### src/rtl/ifu_pc_pkg.sv
// Shared definitions for the fetch-side PC unit: next-PC select encodings,
// reset constants and the branch offset helper.
package ifu_pc_pkg;

    typedef enum logic [2:0] {
        NPC_SEQ = 3'd0,
        NPC_BEQ = 3'd1,
        NPC_BNE = 3'd2,
        NPC_J   = 3'd3,
        NPC_JR  = 3'd4
    } npc_op_e;

    localparam logic [31:0] PC_RESET_DEFAULT = 32'h0000_3000;
    localparam logic [31:0] NOP              = 32'h0000_0000;
    localparam logic [31:0] PC_STEP          = 32'd4;
    localparam logic [31:0] LINK_OFFSET      = 32'd8;

    // Word offset of a branch: sign-extended imm16 scaled to bytes.
    function automatic logic [31:0] branch_offset(input logic [15:0] imm16);
        return {{14{imm16[15]}}, imm16, 2'b00};
    endfunction

endpackage

### src/rtl/ifu_pc_npc_calc.sv
// Combinational next-PC selection for the fetch unit; branch/jump offsets are
// taken from the instruction currently in ID (delay-slot semantics).
module ifu_pc_npc_calc
    import ifu_pc_pkg::*;
(
    input  logic [31:0] i_pc_f,
    input  logic [31:0] i_pc_d,
    input  logic [25:0] i_instr_d,
    input  logic [2:0]  i_npc_op,
    input  logic        i_zero,
    input  logic [31:0] i_rs_d,
    output logic [31:0] o_npc,
    output logic        o_misalign
);

    logic [31:0] w_seq;
    logic [31:0] w_pc_d_plus4;
    logic [31:0] w_bt;
    logic [31:0] w_jt;
    logic [31:0] w_jr;

    assign w_seq        = i_pc_f + PC_STEP;
    assign w_pc_d_plus4 = i_pc_d + PC_STEP;
    assign w_bt         = w_pc_d_plus4 + branch_offset(i_instr_d[15:0]);
    assign w_jt         = {w_pc_d_plus4[31:28], i_instr_d[25:0], 2'b00};
    // Low bits are dropped so fetch always stays word aligned.
    assign w_jr         = {i_rs_d[31:2], 2'b00};

    always_comb begin
        o_npc      = w_seq;
        o_misalign = 1'b0;
        case (i_npc_op)
            NPC_BEQ: o_npc = i_zero ? w_bt : w_seq;
            NPC_BNE: o_npc = i_zero ? w_seq : w_bt;
            NPC_J:   o_npc = w_jt;
            NPC_JR: begin
                o_npc      = w_jr;
                o_misalign = (i_rs_d[1:0] != 2'b00);
            end
            default: o_npc = w_seq;
        endcase
    end

endmodule

### src/rtl/ifu_pc.sv
// Fetch-side PC unit: PC register, IF/ID pipeline register and sticky JR
// alignment flag. Never flushes; the delay slot always proceeds.
module ifu_pc
    import ifu_pc_pkg::*;
#(
    parameter logic [31:0] PC_RESET = PC_RESET_DEFAULT
) (
    input  logic        clk,
    input  logic        reset,
    input  logic        stall,
    input  logic [31:0] instr_f,
    input  logic [2:0]  npc_op,
    input  logic        zero,
    input  logic [31:0] rs_d,
    output logic [31:0] pc_f,
    output logic [31:0] pc_d,
    output logic [31:0] instr_d,
    output logic [31:0] pc8_d,
    output logic        align_err
);

    logic [31:0] r_pc_f;
    logic [31:0] r_pc_d;
    logic [31:0] r_instr_d;
    logic        r_align_err;

    logic [31:0] w_npc;
    logic        w_misalign;

    ifu_pc_npc_calc u_npc_calc (
        .i_pc_f     (r_pc_f),
        .i_pc_d     (r_pc_d),
        .i_instr_d  (r_instr_d[25:0]),
        .i_npc_op   (npc_op),
        .i_zero     (zero),
        .i_rs_d     (rs_d),
        .o_npc      (w_npc),
        .o_misalign (w_misalign)
    );

    // A stalled cycle discards w_npc, so a held branch re-evaluates next cycle
    // and the alignment flag only records targets that were actually loaded.
    always_ff @(posedge clk) begin
        if (reset) begin
            r_pc_f      <= PC_RESET;
            r_pc_d      <= 32'h0000_0000;
            r_instr_d   <= NOP;
            r_align_err <= 1'b0;
        end else if (!stall) begin
            r_pc_f    <= w_npc;
            r_pc_d    <= r_pc_f;
            r_instr_d <= instr_f;
            if (w_misalign) begin
                r_align_err <= 1'b1;
            end
        end
    end

    assign pc_f      = r_pc_f;
    assign pc_d      = r_pc_d;
    assign instr_d   = r_instr_d;
    assign pc8_d     = r_pc_d + LINK_OFFSET;
    assign align_err = r_align_err;

endmodule

### config.mk
export PLATFORM = sky130hd
export DESIGN_NAME = ifu_pc
export DESIGN_NICKNAME = d
export VERILOG_FILES = /design/src/rtl/ifu_pc_pkg.sv /design/src/rtl/ifu_pc_npc_calc.sv /design/src/rtl/ifu_pc.sv
export SDC_FILE = /design/constraint.sdc
export NUM_CORES = 1
export LEC_CHECK = 0
export CAP_MARGIN = 25
export CORE_UTILIZATION = 44
export CTS_CLUSTER_DIAMETER = 80
export DETAILED_ROUTE_END_ITERATION = 10
export PLACE_DENSITY = 0.77
export SKIP_LAST_GASP = 1
export SLEW_MARGIN = 30
export SYNTH_ARGS = -nofsm -noshare
export SYNTH_HDL_FRONTEND = slang
export SYNTH_SLANG_ARGS = --single-unit
export TNS_END_PERCENT = 10
### constraint.sdc
create_clock -name clk -period 3.5 [get_ports clk]
set_input_delay 0.875 -clock clk [delete_from_list [all_inputs] [get_ports clk]]
set_output_delay 0.875 -clock clk [all_outputs]
set_load 0.005 [all_outputs]
# After elaboration in Yosys (flattened, before gate mapping)
# Cells that the tools add are included.
[totals] output_inout_bits=129 register_bits=97
[classes] reduce_logical=2 n_eq_ne=4 n_bitwise=1 mux=4 add_sub_neg=4
[ops] operator="one-hot mux 32 bit (4 select lines)" count=1
[ops] operator="adder 32 x 3 -> 32 bit (second input constant)" count=2
[ops] operator="two-way mux 32 bit" count=2
[ops] operator="adder 32 bit" count=1
[ops] operator="adder 32 x 4 -> 32 bit (second input constant)" count=1
[ops] operator="equality test 3 x 2 -> 1 bit (second input constant)" count=2
[ops] operator="equality test 3 x 1 -> 1 bit (second input constant)" count=1
[ops] operator="equality test 3 bit (second input constant)" count=1
[ops] operator="AND reduction 2 bit" count=1
[ops] operator="nonzero test 2 bit" count=1
[ops] operator="two-way mux 1 bit" count=1
[ops] operator="NOT 1 bit" count=1

# Logic depth before layout (Yosys ltp)
[depth] word_depth=4 ltp_mapped=17 depth_no_buf=16

# Cells and area by module
# Synthesis repeated with hierarchy kept, for this count alone.
[unflattened] cells_unflattened=878 area_unflattened_um2=7415.9
[modules_own_cells] module="ifu_pc" instances=1 area_per_inst_um2=3980.1 cells_per_inst=396 seq_area_each_um2=1941.9
[modules_own_cells] module="ifu_pc_npc_calc" instances=1 area_per_inst_um2=3435.8 cells_per_inst=482 seq_area_each_um2=0.0

# Least setup slack after synthesis
# No wires, ideal clock.
[synth_path] path_type="register to register" start="register r_pc_d[2], in the netlist pc_d[2]" end="register r_pc_f[31], in the netlist pc_f[31]" period_less_slack_ns=3.580 path_stages_with_launch=18 arrival_ns=3.460 setup_slack_ns=-0.080 path_cell_list="dfxtp_1 ha_1 and3_1 and3_1 nand2_1 nor4_4 nand3_1 xnor2_1 ha_1 clkbuf_1 a21o_1 a21o_1 nor3_1 nand3_1 nand2_1 o21ai_0 and4_1 o31a_1"
[synth_between] elab_chain_len=4 word_cells_on_any_way=5 classes_between="add/sub: 2; mux: 3"
[synth_rtl] item="from (decl)" line="ifu_pc.sv:23" source="logic [31:0] r_pc_d;"
[synth_rtl] item="from (signal assigned)" line="ifu_pc.sv:51" source="r_pc_d <= r_pc_f;"
[synth_rtl] item="adder 32 x 3 -> 32 bit *" line="ifu_pc_npc_calc.sv:23" source="assign w_pc_d_plus4 = i_pc_d + PC_STEP;"
[synth_rtl] item="adder 32 bit" line="ifu_pc_npc_calc.sv:24" source="assign w_bt = w_pc_d_plus4 + branch_offset(i_instr_d[15:0]);"
[synth_rtl] item="two-way mux 32 bit, on equally long branches" line="ifu_pc_npc_calc.sv:34, ifu_pc_npc_calc.sv:33"
[synth_rtl] item="one-hot mux 32 bit (4 select lines) *" line="ifu_pc_npc_calc.sv:32" source="case (i_npc_op)"
[synth_rtl] item="to (signal assigned)" line="ifu_pc.sv:50" source="r_pc_f <= w_npc;"
[synth_rtl] item="to (decl)" line="ifu_pc.sv:22" source="logic [31:0] r_pc_f;"
# Every way passes the cells marked *; elsewhere a longest branch is shown, timed or not.
# A chain may end at the register's enable or synchronous reset.

# Worst setup path in the final report
[layout_path] start="register r_pc_d[3], in the netlist pc_d[3]" end="register r_pc_f[24], in the netlist pc_f[24]"
[layout_between] elab_chain_len=4 word_cells_on_any_way=5 classes_between="add/sub: 2; mux: 3"
[layout_rtl] item="adder 32 x 3 -> 32 bit *" line="ifu_pc_npc_calc.sv:23"
[layout_rtl] item="adder 32 bit *" line="ifu_pc_npc_calc.sv:24"
[layout_rtl] item="two-way mux 32 bit, on equally long branches" line="ifu_pc_npc_calc.sv:34, ifu_pc_npc_calc.sv:33"
[layout_rtl] item="one-hot mux 32 bit (4 select lines) *" line="ifu_pc_npc_calc.sv:32"
# Marks and branches as above.

==> flow_summary_export.csv <==
group,metric,value,unit
sta,relSlewSlack,52.4,%
critical_path,reg2reg_to,"pc_f[24]",
sta,setup_viol_count_final,4,
sta,rsz0062_at_grt,"true",
sta,worst_slack,-20.2,ps
critical_path,critical_path.cell_chain,"ha_4 > and3_4 > and3_4 > and2_1 > and3_1 > xor2_1 > ha_1 > and3_4 > a221oi_2 > nor2b_2 > o31ai_2 > o31a_1 > o41ai_2 > xnor2_1 > o41ai_2",
detailed_routing,vias,7735,
synth,ys_ff_latch,97,
critical_path,crit_arrival,3790,ps
detailed_routing,dr_wl_met3,2.18,mm
min_path,min-delay-start,"align_err",
place,place_congestion,0.949,
critical_path,worst-path-max-fanout,4,
detailed_routing,met1_length,11.0,mm
final_layout,final_util,66.0,%
synth,synth-edff-count,0,
place,numPortBuffers,199,
pwr,power_density,299,nW/um^2
synth,synth_cell_types,64,
final_layout,drive_gt1_share,14.9,%
final_layout,fin_cells,1358,
clock_network,root_buffer,"clkbuf_16",
global_routing,grt_pass1_wl,37.9,mm
critical_path,cp_common_cell,"and3_4",
sta,drv_slew,0,
final_layout,fillers,1359,
min_path,hold_class,"reg -> reg",
clock_network,h-tree-depth,3,
place,pre_cts_slack,-128,ps
clock_network,clockBufferDepth,2,
detailed_routing,wl_met2,11.1,mm
status,status,"finished, violations left",
place,hpwl,18.4,mm
clock_network,cts_tree,"built",
run,drv_cap,0,
critical_path,r2r_start,"pc_d[3]",
detailed_routing,maxUsedRoutingLayer,"met4",
synth,synthCells,890,
synth,syn_area,7120,sq um
critical_path,endpoint_kind,"register",
min_path,hold_path_depth,2,
synth,synth_nets,998,
critical_path,startpoint_type,"register",
die,die_y,129,um
critical_path,critPathRequiredTime,3770,ps
detailed_routing,wl_per_cell,18.3,um
final_layout,syn2layout_area_growth,46.7,%
die,io_pins,200,
die,core-area,15800,sq um
clock_network,clock-sinks,97,
detailed_routing,first_iter_violations,708,
critical_path,worst_path_largest_cell_delay,370,ps
clock_network,insertion_delay,360,ps
pwr,power.leakage,4.40,nW
critical_path,critical_path_class,"reg -> reg",
sta,finalHoldViolations,0,
detailed_routing,postRouteWirelength,24.8,mm
die,start_util,45.0,%
detailed_routing,dr.pass1.iters,5,
synth,async_flop_share,0,%
global_routing,grt_max_degree,64,
detailed_routing,drc,0,
sta,max_freq,0.284,GHz
pwr,peakVddDrop,0.212,mV
global_routing,grt_overflow,0,
global_routing,grt_pass1_vias,7221,
die,num_rows,46,
die,die_area,16700,sq um
sta,hold_ws,469,ps
global_routing,antenna_found_initial,0,
min_path,min_to,"align_err",
critical_path,slowest_stage,"dfxtp_4",
final_layout,diodes,0,
synth,synth_area_per_cell,8.00,sq um
sta,fin_skew,5.62,ps
sta,tightest_slew,715,ps
die,fp.dieW,129,um
critical_path,r2r_cells,15,
synth,synth_seq_area_share,27.3,%
sta,fin_crit_sh,101,%
status,violations,"setup timing",
critical_path,path_buf_inv,0,
synth,synth_warnings,0,
global_routing,grt_usage,29.4,%
synth,ys.flop_type,"dfxtp_1",
final_layout,nets,1245,
clock_network,path_clk_slew,70,ps
critical_path,r2r_setup_slack,-20,ps
detailed_routing,antenna_left,0,
place,dp_cells,1335,
critical_path,crit_family,"compound AO/OA/AOI/OAI gates",
sta,period_needed,3520,ps
clock_network,numCtsBuffers,9,
detailed_routing,routed_via_density,5.70,
[synth_stat cells, types with 9 or more instances]
master    instances  area share (%)
a21o_1           14             1.5
a21oi_1          52             3.7
a221oi_1         31             3.8
and3_1           17             1.5
and4_1            9             1.1
clkbuf_1         44             2.3
dfxtp_1          97              27
ha_1             36             6.3
inv_1            25             1.3
mux2i_1          67             9.4
nand2_1          46             2.4
nand3_1          32             2.2
nand4_1          22             1.9
nor2_1          130             6.8
nor3_1           29             2.0
o21ai_0          36             2.5
xnor2_1          59             7.3
xor2_1           40             4.9
[kinds of logic (layout without fill, tap and decap cells)]
kind of cell             count (synthesis)  after routing  synth area share [%]
AO/OA/AOI/OAI                          187            187                  17.8
XOR/XNOR                               100            100                  12.5
adder cells (fa/ha/maj)                 37             37                  6.60
buffers and inverters                   84            336                  4.79
flip-flops                              97             97                  27.3
multiplexers                            67             67                  9.41
AND/OR/NAND/NOR                        318            318                  21.7
[worst register-to-register path: stages, from the launching register on]
cell	delay (ps)
dfxtp_4	370
ha_4	170
and3_4	170
and3_4	200
and2_1	150
and3_1	190
xor2_1	150
ha_1	340
and3_4	180
a221oi_2	300
nor2b_2	100
o31ai_2	320
o31a_1	280
o41ai_2	90
xnor2_1	160
o41ai_2	270
[worst max path at each step]
stage	start	to	cells after the start
after floorplan	pc_d[3]	pc_f[22]	15
after global placement	pc_d[3]	pc_f[22]	15
after detailed placement	pc_d[3]	pc_f[27]	15
after CTS	pc_d[3]	pc_f[22]	15
after global routing	pc_d[3]	pc_f[31]	17
final	pc_d[3]	pc_f[24]	15
[per-stage QoR]
stage	power (mW)	TNS, ps	cell area, sq um
finish	3.13	-55.0	10500
global route	3.25	-1490	10500
CTS	3.11	-347	10300
detailed placement	2.06	-926	9840
global placement	2.04	-76.2	9840
floorplan	1.64	0	7130
[per-layer routing]
metal | global-route usage (%) | up-vias
li1 | - | 3708
met1 | 40.4 | 3639
met2 | 45.3 | 353
met3 | 5.95 | 35
met4 | 11.3 | 0
met5 | 0 | -
[report_power, final]
| part | internal [mW] | switching, mW | total (mW) |
|---|---|---|---|
| combinational | 0.435 | 0.366 | 0.801 |
| sequential | 1.17 | 0.0962 | 1.26 |
| clock | 0.564 | 0.497 | 1.06 |
[sequential cells by signal, summed over array words and instances (netlist names)]
register,flops
instr_d,32
pc_d,32
pc_f,32
align_err,1
[layout make-up]
class	instances	area, sq um	share of cell area [%]
Timing Repair Buffer	295	2740	26.2
Multi-Input combinational cell	709	5090	48.7
Clock inverter	7	78.8	0.754
Tap cell	216	270	2.59
Inverter	25	93.8	0.898
Clock buffer	9	225	2.15
Sequential cell	97	1950	18.7
[placed cells by master, fill, tap and decap left out, drive strengths merged, types with 9 or more instances in the layout]
cell,n
a221oi,31
xnor2,59
inv,27
o21ai,37
clkbuf,9
and3,17
nor3,31
ha,36
mux2i,67
a21o,14
nand3,33
clkdlybuf4s50,196
a21oi,53
dfxtp,97
nor2,131
and4,9
xor2,40
buf,98
nand4,23
nand2,46
[repair_timing]
item | CTS | global route
setup endpoints to repair | 21 | 24
pin swaps | 7 | 20
resized for setup | 27 | 29
buffers inserted | 3 | 5
hold buffers | 0 | 0
(Power assumes the default switching activity.)
